### src/rtl/spi_pixel_slave_if.sv
// Pixel-word bus between the SPI deserialiser and the HUB75 pixel path.
// The slave drives data/pixel_clk; spi_mosi arrives from the SPI master.
interface spi_pixel_slave_if #(
    parameter int WORD_WIDTH = 16
);
    logic                  spi_mosi;
    logic [WORD_WIDTH-1:0] data;
    logic                  pixel_clk;

    modport slave (
        input  spi_mosi,
        output data,
        output pixel_clk
    );

    modport master (
        output spi_mosi,
        input  data,
        input  pixel_clk
    );
endinterface

### src/rtl/spi_pixel_slave.sv
// Receive-only SPI slave: deserialises MOSI into WORD_WIDTH-bit words, one strobe per word.
// Latency: word and strobe registered on the edge that samples its last bit; no backpressure.
// Optional SPI_SLAVE_LSB_FIRST_EN: LSB-first bit order (default MSB first).
module spi_pixel_slave #(
    parameter int WORD_WIDTH = 16
) (
    input  logic             spi_clk,
    input  logic             reset,
    spi_pixel_slave_if.slave bus
);
    localparam int CW = (WORD_WIDTH > 2) ? $clog2(WORD_WIDTH) : 1;
    localparam logic [CW-1:0] LAST_BIT = CW'(WORD_WIDTH - 1);

    logic [WORD_WIDTH-1:0] r_shift;
    logic [CW-1:0]         r_cnt;
    logic [WORD_WIDTH-1:0] r_data;
    logic                  r_pixel_clk;
    logic [WORD_WIDTH-1:0] w_shift_nxt;
    logic                  w_word_done;

`ifdef SPI_SLAVE_LSB_FIRST_EN
    assign w_shift_nxt = {bus.spi_mosi, r_shift[WORD_WIDTH-1:1]};
`else
    assign w_shift_nxt = {r_shift[WORD_WIDTH-2:0], bus.spi_mosi};
`endif

    assign w_word_done = (r_cnt == LAST_BIT);

    always_ff @(posedge spi_clk or negedge reset) begin
        if (!reset) begin
            r_shift     <= '0;
            r_cnt       <= '0;
            r_data      <= '0;
            r_pixel_clk <= 1'b0;
        end else begin
            r_shift     <= w_shift_nxt;
            r_pixel_clk <= w_word_done;
            if (w_word_done) begin
                // Data includes the bit sampled on this very edge.
                r_data <= w_shift_nxt;
                r_cnt  <= '0;
            end else begin
                r_cnt  <= r_cnt + CW'(1);
            end
        end
    end

    assign bus.data      = r_data;
    assign bus.pixel_clk = r_pixel_clk;
endmodule

### src/flat_wrapper.sv
// flat-port wrapper written by rule: the top's interface ports become plain ports
module spi_pixel_slave_flat 
#(
    parameter int WORD_WIDTH = 16
)
  (spi_clk, reset, bus_spi_mosi, bus_data, bus_pixel_clk);
  spi_pixel_slave_if #(.WORD_WIDTH(WORD_WIDTH)) bus_i ();
  input  logic spi_clk;
  input  logic reset;
  input wire logic [$bits(bus_i.spi_mosi)-1:0] bus_spi_mosi;
  output wire logic [$bits(bus_i.data)-1:0] bus_data;
  output wire logic [$bits(bus_i.pixel_clk)-1:0] bus_pixel_clk;
  assign bus_i.spi_mosi = bus_spi_mosi;
  assign bus_data = bus_i.data;
  assign bus_pixel_clk = bus_i.pixel_clk;
  spi_pixel_slave #(.WORD_WIDTH(WORD_WIDTH)) u_core (.spi_clk(spi_clk), .reset(reset), .bus(bus_i));
endmodule
### config.mk
export PLATFORM = sky130hd
export DESIGN_NAME = spi_pixel_slave_flat
export DESIGN_NICKNAME = d
export VERILOG_FILES = /design/src/rtl/spi_pixel_slave_if.sv /design/src/rtl/spi_pixel_slave.sv /design/src/flat_wrapper.sv
export SDC_FILE = /design/constraint.sdc
export NUM_CORES = 1
export LEC_CHECK = 0
export CAP_MARGIN = 20
export CORE_UTILIZATION = 50
export DETAILED_ROUTE_END_ITERATION = 10
export PLACE_DENSITY = 0.77
export SLEW_MARGIN = 10
export SYNTH_ARGS = -nofsm -noshare
export SYNTH_HDL_FRONTEND = slang
export SYNTH_SLANG_ARGS = --single-unit
### constraint.sdc
create_clock -name spi_clk -period 2.15 [get_ports spi_clk]
set_clock_uncertainty 0.15 [all_clocks]
set_input_delay 0.43 -clock spi_clk [delete_from_list [all_inputs] [get_ports spi_clk]]
set_output_delay 0.43 -clock spi_clk [all_outputs]
set_load 0.01 [all_outputs]
==> results of run 1 <==
[state kept, by name (all words and copies together) (netlist names)]
register	cells
u_core.bus.pixel_clk	1
u_core.r_cnt	4
u_core.r_shift	15
u_core.bus.data	16
[power breakdown]
part           internal (mW)  switching [mW]  leakage, nW
Combinational         0.0455          0.0288        0.241
Clock                  0.120           0.193       0.0281
Sequential             0.706          0.0155        0.427
[layout make-up]
cell class,count,area share
clock buffer,6,0.0280
multi-input combinational,24,0.195
timing repair buffer,20,0.134
inverter,2,0.00509
clock inverter,1,0.00339
tap,28,0.0237
sequential,36,0.611
[per-layer routing]
| layer | part of all wire | track usage | wire [um] | vias to the layer above |
|---|---|---|---|---|
| li1 | - | - | - | 267 |
| met1 | 0.48 | 0.180 | 735 | 300 |
| met2 | 0.46 | 0.211 | 718 | 16 |
| met3 | 0.045 | 0.0804 | 69 | 3 |
| met4 | 0.014 | 0.0694 | 21 | 0 |
| met5 | 0 | 0 | 0 | - |
[through the flow]
stage,total power [mW],instances,instance area (um^2)
5_1_grt,1.16,117,1480
3_3_place_gp,0.809,110,1430
4_1_cts,1.13,117,1480
3_5_place_dp,0.812,110,1430
6_report,1.11,117,1480
2_1_floorplan,0.757,63,1210
[worst max-delay path by stage]
stage | from | endpoint | slack [ns] | depth (start not counted)
floorplan | u_core.r_cnt[0]$_DFF_PN0_ | u_core.bus.data[10]$_DFFE_PN0N_ | 0.65 | 4
global placement | u_core.r_cnt[0]$_DFF_PN0_ | u_core.bus.data[1]$_DFFE_PN0N_ | 0.61 | 3
detailed placement | u_core.r_cnt[0]$_DFF_PN0_ | u_core.bus.data[11]$_DFFE_PN0N_ | 0.57 | 3
CTS | u_core.bus.data[7]$_DFFE_PN0N_ | bus_data[7] | 0.32 | 1
global route | u_core.bus.data[10]$_DFFE_PN0N_ | bus_data[10] | 0.27 | 1
finish | u_core.bus.data[12]$_DFFE_PN0N_ | bus_data[12] | 0.34 | 1
[logic make-up (layout without fill, tap and decap cells)]
kind of cell               Yosys count  after routing  share of synthesized area
DFF                                 36             36                      0.746
muxes                               16             16                      0.177
and+or+nand+nor                      5              5                     0.0352
buffers and inverters                3             29                     0.0155
adders and majority gates            1              1                     0.0104
AOI/OAI and AO/OA                    1              1                    0.00829
xor gates and xnor gates             1              1                    0.00726
[cell usage in the layout, fill, tap and decap left out, types with 2 or more instances in the layout]
cell type,synthesis,layout
dfrtp_1,36,36
clkdlybuf4s50_1,0,19
inv_1,2,2
mux2_2,7,7
clkbuf_4,0,5
mux2_4,9,9
==> results.md, run 1 <==
- Hold path depth: 0
- Buf/Inv on CP: 1
- Clock root cell: clkbuf_4
- Worst Hold Slack: 0.231 ns
- Area of the multi-input gates: 288 um^2
- Worst path cell trace: clkdlybuf4s50_1
- Reg-to-reg critical path startpoint: u_core.r_cnt[0]$_DFF_PN0_
- Setup Viol. Count Final: 0
- R2R depth: 3
- Setup Crit Path Kind: flip-flop to primary output
- Slew margin rel.: 0.718
- Worst Path Arrival: 1.23 ns
- P per Cell Area: 752 nW/um^2
- Synth top area share: 0.746
- Post-synthesis average cell area: 19.2 um^2
- Vias in the first global route: 598
- Die height: 51.1 um
- EDFF count, synth: 0
- Worst vdd ir: 558 uV
- Pin count of the biggest net entering global routing: 37
- Area of the mapped netlist: 1210 um^2
- Ports: 20
- Final Hold Fails: 0
- Top cells by area, synth: dfrtp_1 (75%), mux2_4 (11%), mux2_2 (6.5%)
- Synth Flop Type: dfrtp_1
- Total CTS buffers: 5
- Min-delay src: u_core.r_shift[3]$_DFF_PN0_
- Fillcell total: 173
- Setup slack after layout: 0.344 ns
- Core Box Area: 2250 um^2
- Vias per inst: 5.01
- Crit-path slowest cell: clkdlybuf4s50_1
- Cells after synthesis: 63
- Setup crit start kind: flip-flop
- Clock-pin slew on the worst setup and hold paths: 0.09 ns
- F_max: 554 MHz
- Number of max-cap violations: 0
- Insertion delay to the later sink of the worst-skew pair: 0.32 ns
- Number of iterations in the first detailed-routing pass: 3
- Place WS: 0.567 ns
- Total number of vias: 586
- Routed WL: 1550 um
- R2r endpoint: u_core.bus.data[11]$_DFFE_PN0N_
- Global route overflow: 0
- Post-CTS Setup Bufs: 0
- Slew of the pin with the lowest slew margin: 0.424 ns
- Remaining DRCs: 0
- Slowest stage delay, CP: 0.54 ns
- CTS H-tree depth: 2
- Hold Buf Count CTS: 0
- CTS Buffer Depth: 2
- Buffers on Ports: 19
- Most common cell in the synthesized netlist: dfrtp_1
- Worst min path class: flip-flop to flip-flop
- Gpl congestion: 0.659
- Layout Utilization: 0.654
- Share of cells above drive strength 1: 0.270
- Clock sinks: 36
- Post-synthesis sequential area ratio: 0.746
- Slew Viols, Final: 0
- Fin crit share: 0.840
- Register area: 901 um^2
- Rows: 17
- CP delay by family, top: buffers and inverters
- Synth area leader: dfrtp_1
- Initial antenna violation count: 0
- Fin Setup TNS: 0 ns
- GRT Util Overall: 0.147
- Net Count, Synth: 67
- Flops & latches, synth: 36
- Post-synth top cells: dfrtp_1 (36), mux2_4 (9), mux2_2 (7)
- RSZ-0062 raised after global routing: false
- Tmin final: 1.81 ns
- Status: completed
- Cell variety after synth: 13
- Flop-to-flop setup slack: 0.58 ns
- Pleak: 0.696 nW
- WHS Endpoint: u_core.r_shift[4]$_DFF_PN0_
- CTS tree: done
- Die X: 51.1 um
- Ant diodes: 0
- DRT iter0 DRCs: 4
- Fraction of registers with async set or reset after synthesis: 1.00
- Yosys warnings: 0
- Post-route ant nets: 0
- # nets final: 93
- Initial Util: 0.536
- Resize count post-CTS: 0
- Synth-to-Final Area Change: 22.2%
- First-pass GRT wire length: 2590 um
- Worst Setup End Kind: primary output
- Die area: 2620 um^2
- DPL Wire Length: 1060 um
- WP data required: 1.57 ns
- Crit Path Max Fanout: 2
- Drt wl/cell: 13.2 um
Power figures use the tool's default switching activity.
==> run 2: changes to the inputs <==
Settings changed: CORE_UTILIZATION 50 to 45, PLACE_DENSITY 0.77 to 0.73.
Clock period 2.15 ns to 1.65 ns, I/O delays scaled along.
==> results.md, run 2 (synthesis gave the netlist of run 1 again) <==
- Flop-to-flop setup slack: 0.13 ns (was 0.58 ns)
- Die height: 53.8 um (was 51.1 um)
- Tot Pwr: 1.41 mW (was 1.11 mW)
- Initial Util: 0.483 (was 0.536)
- Layout Utilization: 0.589 (was 0.654)
- Rows: 18 (was 17)
- CTS tree: done (unchanged)
- DRT iter0 DRCs: 1 (was 4)
- Ant diodes: 0 (unchanged)
- Number of max-cap violations: 0 (unchanged)
- First-pass GRT wire length: 2630 um (was 2590 um)
- Worst Setup End Kind: flip-flop (was primary output)
- Setup Viol. Count Final: 0 (unchanged)
- WP data required: 1.71 ns (was 1.57 ns)
- Fillcell total: 202 (was 173)
- Tmin final: 1.52 ns
- Number of iterations in the first detailed-routing pass: 3 (unchanged)
- Commonest non-fill, non-tap cells in the layout: dfrtp_1 (36), dlygate4sd2_1 (17), mux2_4 (9), mux2_2 (7), clkbuf_4 (5) (was dfrtp_1 (36), clkdlybuf4s50_1 (19), mux2_4 (9), mux2_2 (7), clkbuf_4 (5))
- Slew margin rel.: 0.824 (was 0.718)
- P per Cell Area: 958 nW/um^2 (was 752 nW/um^2)
- Worst vdd ir: 584 uV (was 558 uV)
- Most common cell after layout, fill and taps aside: dfrtp_1 (unchanged)
- Crit-path slowest cell: dfrtp_1 (was clkdlybuf4s50_1)
- Clock root cell: clkbuf_4 (unchanged)
- Drt wl/cell: 14.0 um (was 13.2 um)
- Insertion delay to the later sink of the worst-skew pair: 0.32 ns (about the same)
- Crit Path Max Fanout: 8 (was 2)
- Synth-to-Final Area Change: 22.0% (was 22.2%)
- Ports: 20 (unchanged)
- Pleak: 0.721 nW (was 0.696 nW)
- Pin count of the biggest net entering global routing: 37 (unchanged)
- Die area: 2890 um^2 (was 2620 um^2)
- Total CTS buffers: 5 (unchanged)
- Clock sinks: 36 (unchanged)
- CP delay by family, top: flip-flops (was buffers and inverters)
- Gpl congestion: 0.624 (was 0.659)
- Vias per inst: 4.97 (was 5.01)
- Buf/Inv on CP: 0 (was 1)
- Fin Setup TNS: 0 ns (unchanged)
- Worst Path Arrival: 1.58 ns (was 1.23 ns)
- Global route overflow: 0 (unchanged)
- DPL Wire Length: 964 um (was 1060 um)
- Largest register FFs: 16 (unchanged)
- Remaining DRCs: 0 (unchanged)
- Die X: 53.8 um (was 51.1 um)
- Slew of the pin with the lowest slew margin: 0.265 ns (was 0.424 ns)
- Routed WL: 1660 um (was 1550 um)
- Reg-to-reg critical path startpoint: u_core.r_cnt[0]$_DFF_PN0_ (unchanged)
- # nets final: 94 (was 93)
- Post-CTS Setup Bufs: 0 (unchanged)
- Slowest stage delay, CP: 0.40 ns (was 0.54 ns)
- Worst path cell trace: ha_2 > nand3_2 > mux2_4 (was clkdlybuf4s50_1)
- Fin crit share: 0.919
- Setup crit start kind: flip-flop (unchanged)
- Vias in the first global route: 555 (was 598)
- Initial antenna violation count: 0 (unchanged)
- CTS H-tree depth: 2 (unchanged)
- Buffers on Ports: 19 (unchanged)
- Worst min path class: input pin to asynchronous set/reset pin (was flip-flop to flip-flop)
- Status: completed (unchanged)
- GRT Util Overall: 0.142 (was 0.147)
- Clock-pin slew on the worst setup and hold paths: 0.09 ns (about the same)
- Share of cells above drive strength 1: 0.284 (was 0.270)
- Slew Viols, Final: 0 (unchanged)
- F_max: 659 MHz
- Setup crit start: u_core.r_cnt[0]$_DFF_PN0_ (was u_core.bus.data[12]$_DFFE_PN0N_)
- Total number of vias: 587 (was 586)
- Final Hold Fails: 0 (unchanged)
- CTS Buffer Depth: 2 (unchanged)
- Post-route ant nets: 0 (unchanged)
- RSZ-0062 raised after global routing: false (unchanged)
- Core Box Area: 2500 um^2 (was 2250 um^2)
- Setup Crit Path Kind: flip-flop to flip-flop (was flip-flop to primary output)
- Hold Buf Count CTS: 0 (unchanged)
run 2: final timing paths:
check                                                  to  cells past startpoint
setup / recovery           u_core.bus.data[6]$_DFFE_PN0N_                      3
hold / removal             u_core.bus.data[4]$_DFFE_PN0N_                      2
setup reg to reg           u_core.bus.data[6]$_DFFE_PN0N_                      3
hold reg to reg               u_core.r_shift[3]$_DFF_PN0_                      0
max in group asynchronous     u_core.r_shift[1]$_DFF_PN0_                      2
min in group spi_clk          u_core.r_shift[3]$_DFF_PN0_                      0
run 2: layer usage:
| metal | vias up | track usage | share of wire | routed length [um] |
|---|---|---|---|---|
| li1 | 266 | - | - | - |
| met1 | 302 | 0.192 | 0.52 | 853 |
| met2 | 14 | 0.173 | 0.41 | 686 |
| met3 | 5 | 0.0763 | 0.044 | 73 |
| met4 | 0 | 0.0921 | 0.025 | 42 |
| met5 | - | 0 | 0 | 0 |
run 2: power breakdown:
part | internal, mW | total, mW | switching [mW]
logic | 0.0483 | 0.0860 | 0.0378
registers | 0.920 | 0.939 | 0.0188
clock network | 0.142 | 0.386 | 0.244
run 2: timing repair:
item	in CTS	in global routing
gates resized for setup	17	1
cloned	0	1
pin swaps	0	1
endpoints found under the setup margin	17	14
run 2: cell type report:
| cell class | instances | area [um^2] | share of cell area |
|---|---|---|---|
| Timing Repair Buffer | 20 | 189 | 0.128 |
| Tap cell | 30 | 37.5 | 0.0255 |
| Multi-Input combinational cell | 25 | 300 | 0.204 |
| Inverter | 2 | 7.51 | 0.00510 |
| Clock buffer | 5 | 37.5 | 0.0255 |
| Sequential cell | 36 | 901 | 0.612 |
run 2: stage by stage:
stage / cell area [um^2] / instances / worst slack, ns / hold slack, ns
finish: 1470 / 118 / 0.133 / 0.216
global route: 1470 / 118 / 0.0614 / 0.227
CTS: 1460 / 117 / 0.0703 / 0.213
detailed placement: 1440 / 112 / 0.0667 / 0.209
global placement: 1440 / 112 / 0.117 / 0.206
floorplan: 1210 / 63 / 0.152 / -0.116
==> RTL edit (settings of run 2) <==
`WORD_WIDTH` is set to 16 in 3 places; all go to 32.
--- a/src/rtl/spi_pixel_slave_if.sv
+++ b/src/rtl/spi_pixel_slave_if.sv
@@ -1,7 +1,7 @@
 // Pixel-word bus between the SPI deserialiser and the HUB75 pixel path.
 // The slave drives data/pixel_clk; spi_mosi arrives from the SPI master.
 interface spi_pixel_slave_if #(
-    parameter int WORD_WIDTH = 16
+    parameter int WORD_WIDTH = 32
 );
     logic                  spi_mosi;
     logic [WORD_WIDTH-1:0] data;
--- a/src/rtl/spi_pixel_slave.sv
+++ b/src/rtl/spi_pixel_slave.sv
@@ -2,7 +2,7 @@
 // Latency: word and strobe registered on the edge that samples its last bit; no backpressure.
 // Optional SPI_SLAVE_LSB_FIRST_EN: LSB-first bit order (default MSB first).
 module spi_pixel_slave #(
-    parameter int WORD_WIDTH = 16
+    parameter int WORD_WIDTH = 32
 ) (
     input  logic             spi_clk,
     input  logic             reset,
--- a/src/flat_wrapper.sv
+++ b/src/flat_wrapper.sv
@@ -1,7 +1,7 @@
 // flat-port wrapper written by rule: the top's interface ports become plain ports
 module spi_pixel_slave_flat 
 #(
-    parameter int WORD_WIDTH = 16
+    parameter int WORD_WIDTH = 32
 )
   (spi_clk, reset, bus_spi_mosi, bus_data, bus_pixel_clk);
   spi_pixel_slave_if #(.WORD_WIDTH(WORD_WIDTH)) bus_i ();
Interface: changed (resized bus_data); port bits go from 20 to 36. No check against the original RTL was run, so the function may have changed too.
==> RTL edit against run 2 <==
- the run now ends with negative setup slack left
- cell area up 110%
- sequential power up 93%
- die area increased by 81%
- power rose to 2.8 times the old value
- routed wire length increased by 120%
- setup slack got worse by 0.21 ns
- sequential cell count rose by 33
- fmax decreased by 12%
- area after synthesis is 84% higher
- critical endpoint is now u_core.bus.data[27]
==> RTL edit: results (changes against run 2) <==
finish:
  nets: 172  # +83%
  multi_input_area_share_pct: 17.3  # -3.1 points
  largest_reg_flops: 32  # +16
  register_area_mm2: 0.00173  # +92%
  clock_buffers: 10  # +5
  final-clk-cell-share_pct: 9.71  # +7.2 points
  layout.non_clock_inverters: 0  # -2
  fillCellCount: 368  # +82%
  layout.comb_gates.multi_input: 43  # +72%
  nonClkBufAreaFrac_pct: 13.4  # +0.59 points
timing:
  setup_violations: 31  # +31
  fin_ws_ns: -0.0769  # -0.210 ns
placement:
  dpl.hpwl_mm: 2.18  # +130%
  placedCellCount: 219  # +96%
  placed_area_mm2: 0.00271  # +88%
  place_congestion: 0.685  # +9.8%
drt:
  wl_per_cell_um: 15.0  # +6.7%
  dr.pass1.iters: 4  # +1
  detail_route.iter0.violations: 11  # +10
synth:
  synth.distinct_cells: 10  # -3
  synthTopCellsByArea: "dfrtp_1 (78%), mux2_2 (16%), buf_6 (2.0%)"
  ys_ff_latch: 69  # +92%
  ys_seq_area_share_pct: 77.6  # +3.0 points
setup_path:
  r2r_end: "u_core.bus.data[27]"
  cp_max_fo: 16  # +8
  rr_worst_depth: 5  # +2
run_status:
  violations: "negative setup slack"
  status: "finished with violations"
grt:
  grt_pass1_vias: 1244  # +120%
  grt_first_pass_wirelength_mm: 5.94  # +130%
clock_network:
  htree_num_levels: 3  # +1
  cts_root_buf: "clkbuf_8"
worst_hold_path:
  hold_class: "reg2reg"
power_and_ir_drop:
  ir_worst_vdd_mv: 0.780  # +34%
  p_leak_uw: 0.00139  # +93%
floorplanning:
  floorplan.die.width_um: 72.3  # +34%
## RTL edit: changes by cell type after synthesis, sizes merged, moves of 2 or more
cell | run 2 | this run
inv | 2 | 0
ha | 1 | 3
mux2 | 16 | 33
dfrtp | 36 | 69
buf | 1 | 4
nor2 | 1 | 3
## RTL edit: per-layer routing
metal  global-route usage [%]  vias up  share of wire [%]
met2                     22.9       34                 48
li1                         -      491                  -
met5                        0        -                  0
met1                     19.9      582                 45
met4                     5.23        0               0.65
met3                     8.89        4                5.5
## RTL edit: worst min-delay path by stage
stage | from | end | slack [ns] | depth (start not counted)
after floorplan | reset | u_core.bus.data[0] | -0.12 | 0
after global placement | u_core.r_shift[19] | u_core.r_shift[20] | 0.20 | 0
after detailed placement | u_core.r_shift[18] | u_core.r_shift[19] | 0.21 | 0
after CTS | u_core.r_shift[18] | u_core.r_shift[19] | 0.22 | 0
after global routing | u_core.r_shift[3] | u_core.r_shift[4] | 0.24 | 0
final | u_core.r_shift[18] | u_core.r_shift[19] | 0.22 | 0
## RTL edit: power breakdown
group | switching, uW | internal, uW
Sequential | 41.1 | 1770
Clock | 601 | 1350
Combinational | 77.5 | 85.8
Total | 720 | 3210
## RTL edit: worst max-delay path: stages (launching register included)
cell and delay [ns]:
dfrtp_1 0.38, ha_2 0.20, and3_4 0.20, ha_4 0.17
buf_12 0.16, mux2_2 0.34
## RTL edit: cells by family after synthesis
group / Yosys count / share of synthesized area (%)
flops: 69 / 77.6
xor+xnor: 1 / 0.394
buf+inv: 4 / 2.02
fa+ha+maj: 3 / 1.69
simple gates: 6 / 1.29
mux: 33 / 17.0
## RTL edit: timing repair
item                                   4_1_cts  5_1_grt
setup endpoints to repair                   66       33
endpoints found under the hold margin       69        0
setup buffers                                2        0
pin swaps                                    0        0
resized for setup                           45        2
hold buffers                                 1        0
cloned                                       0        0
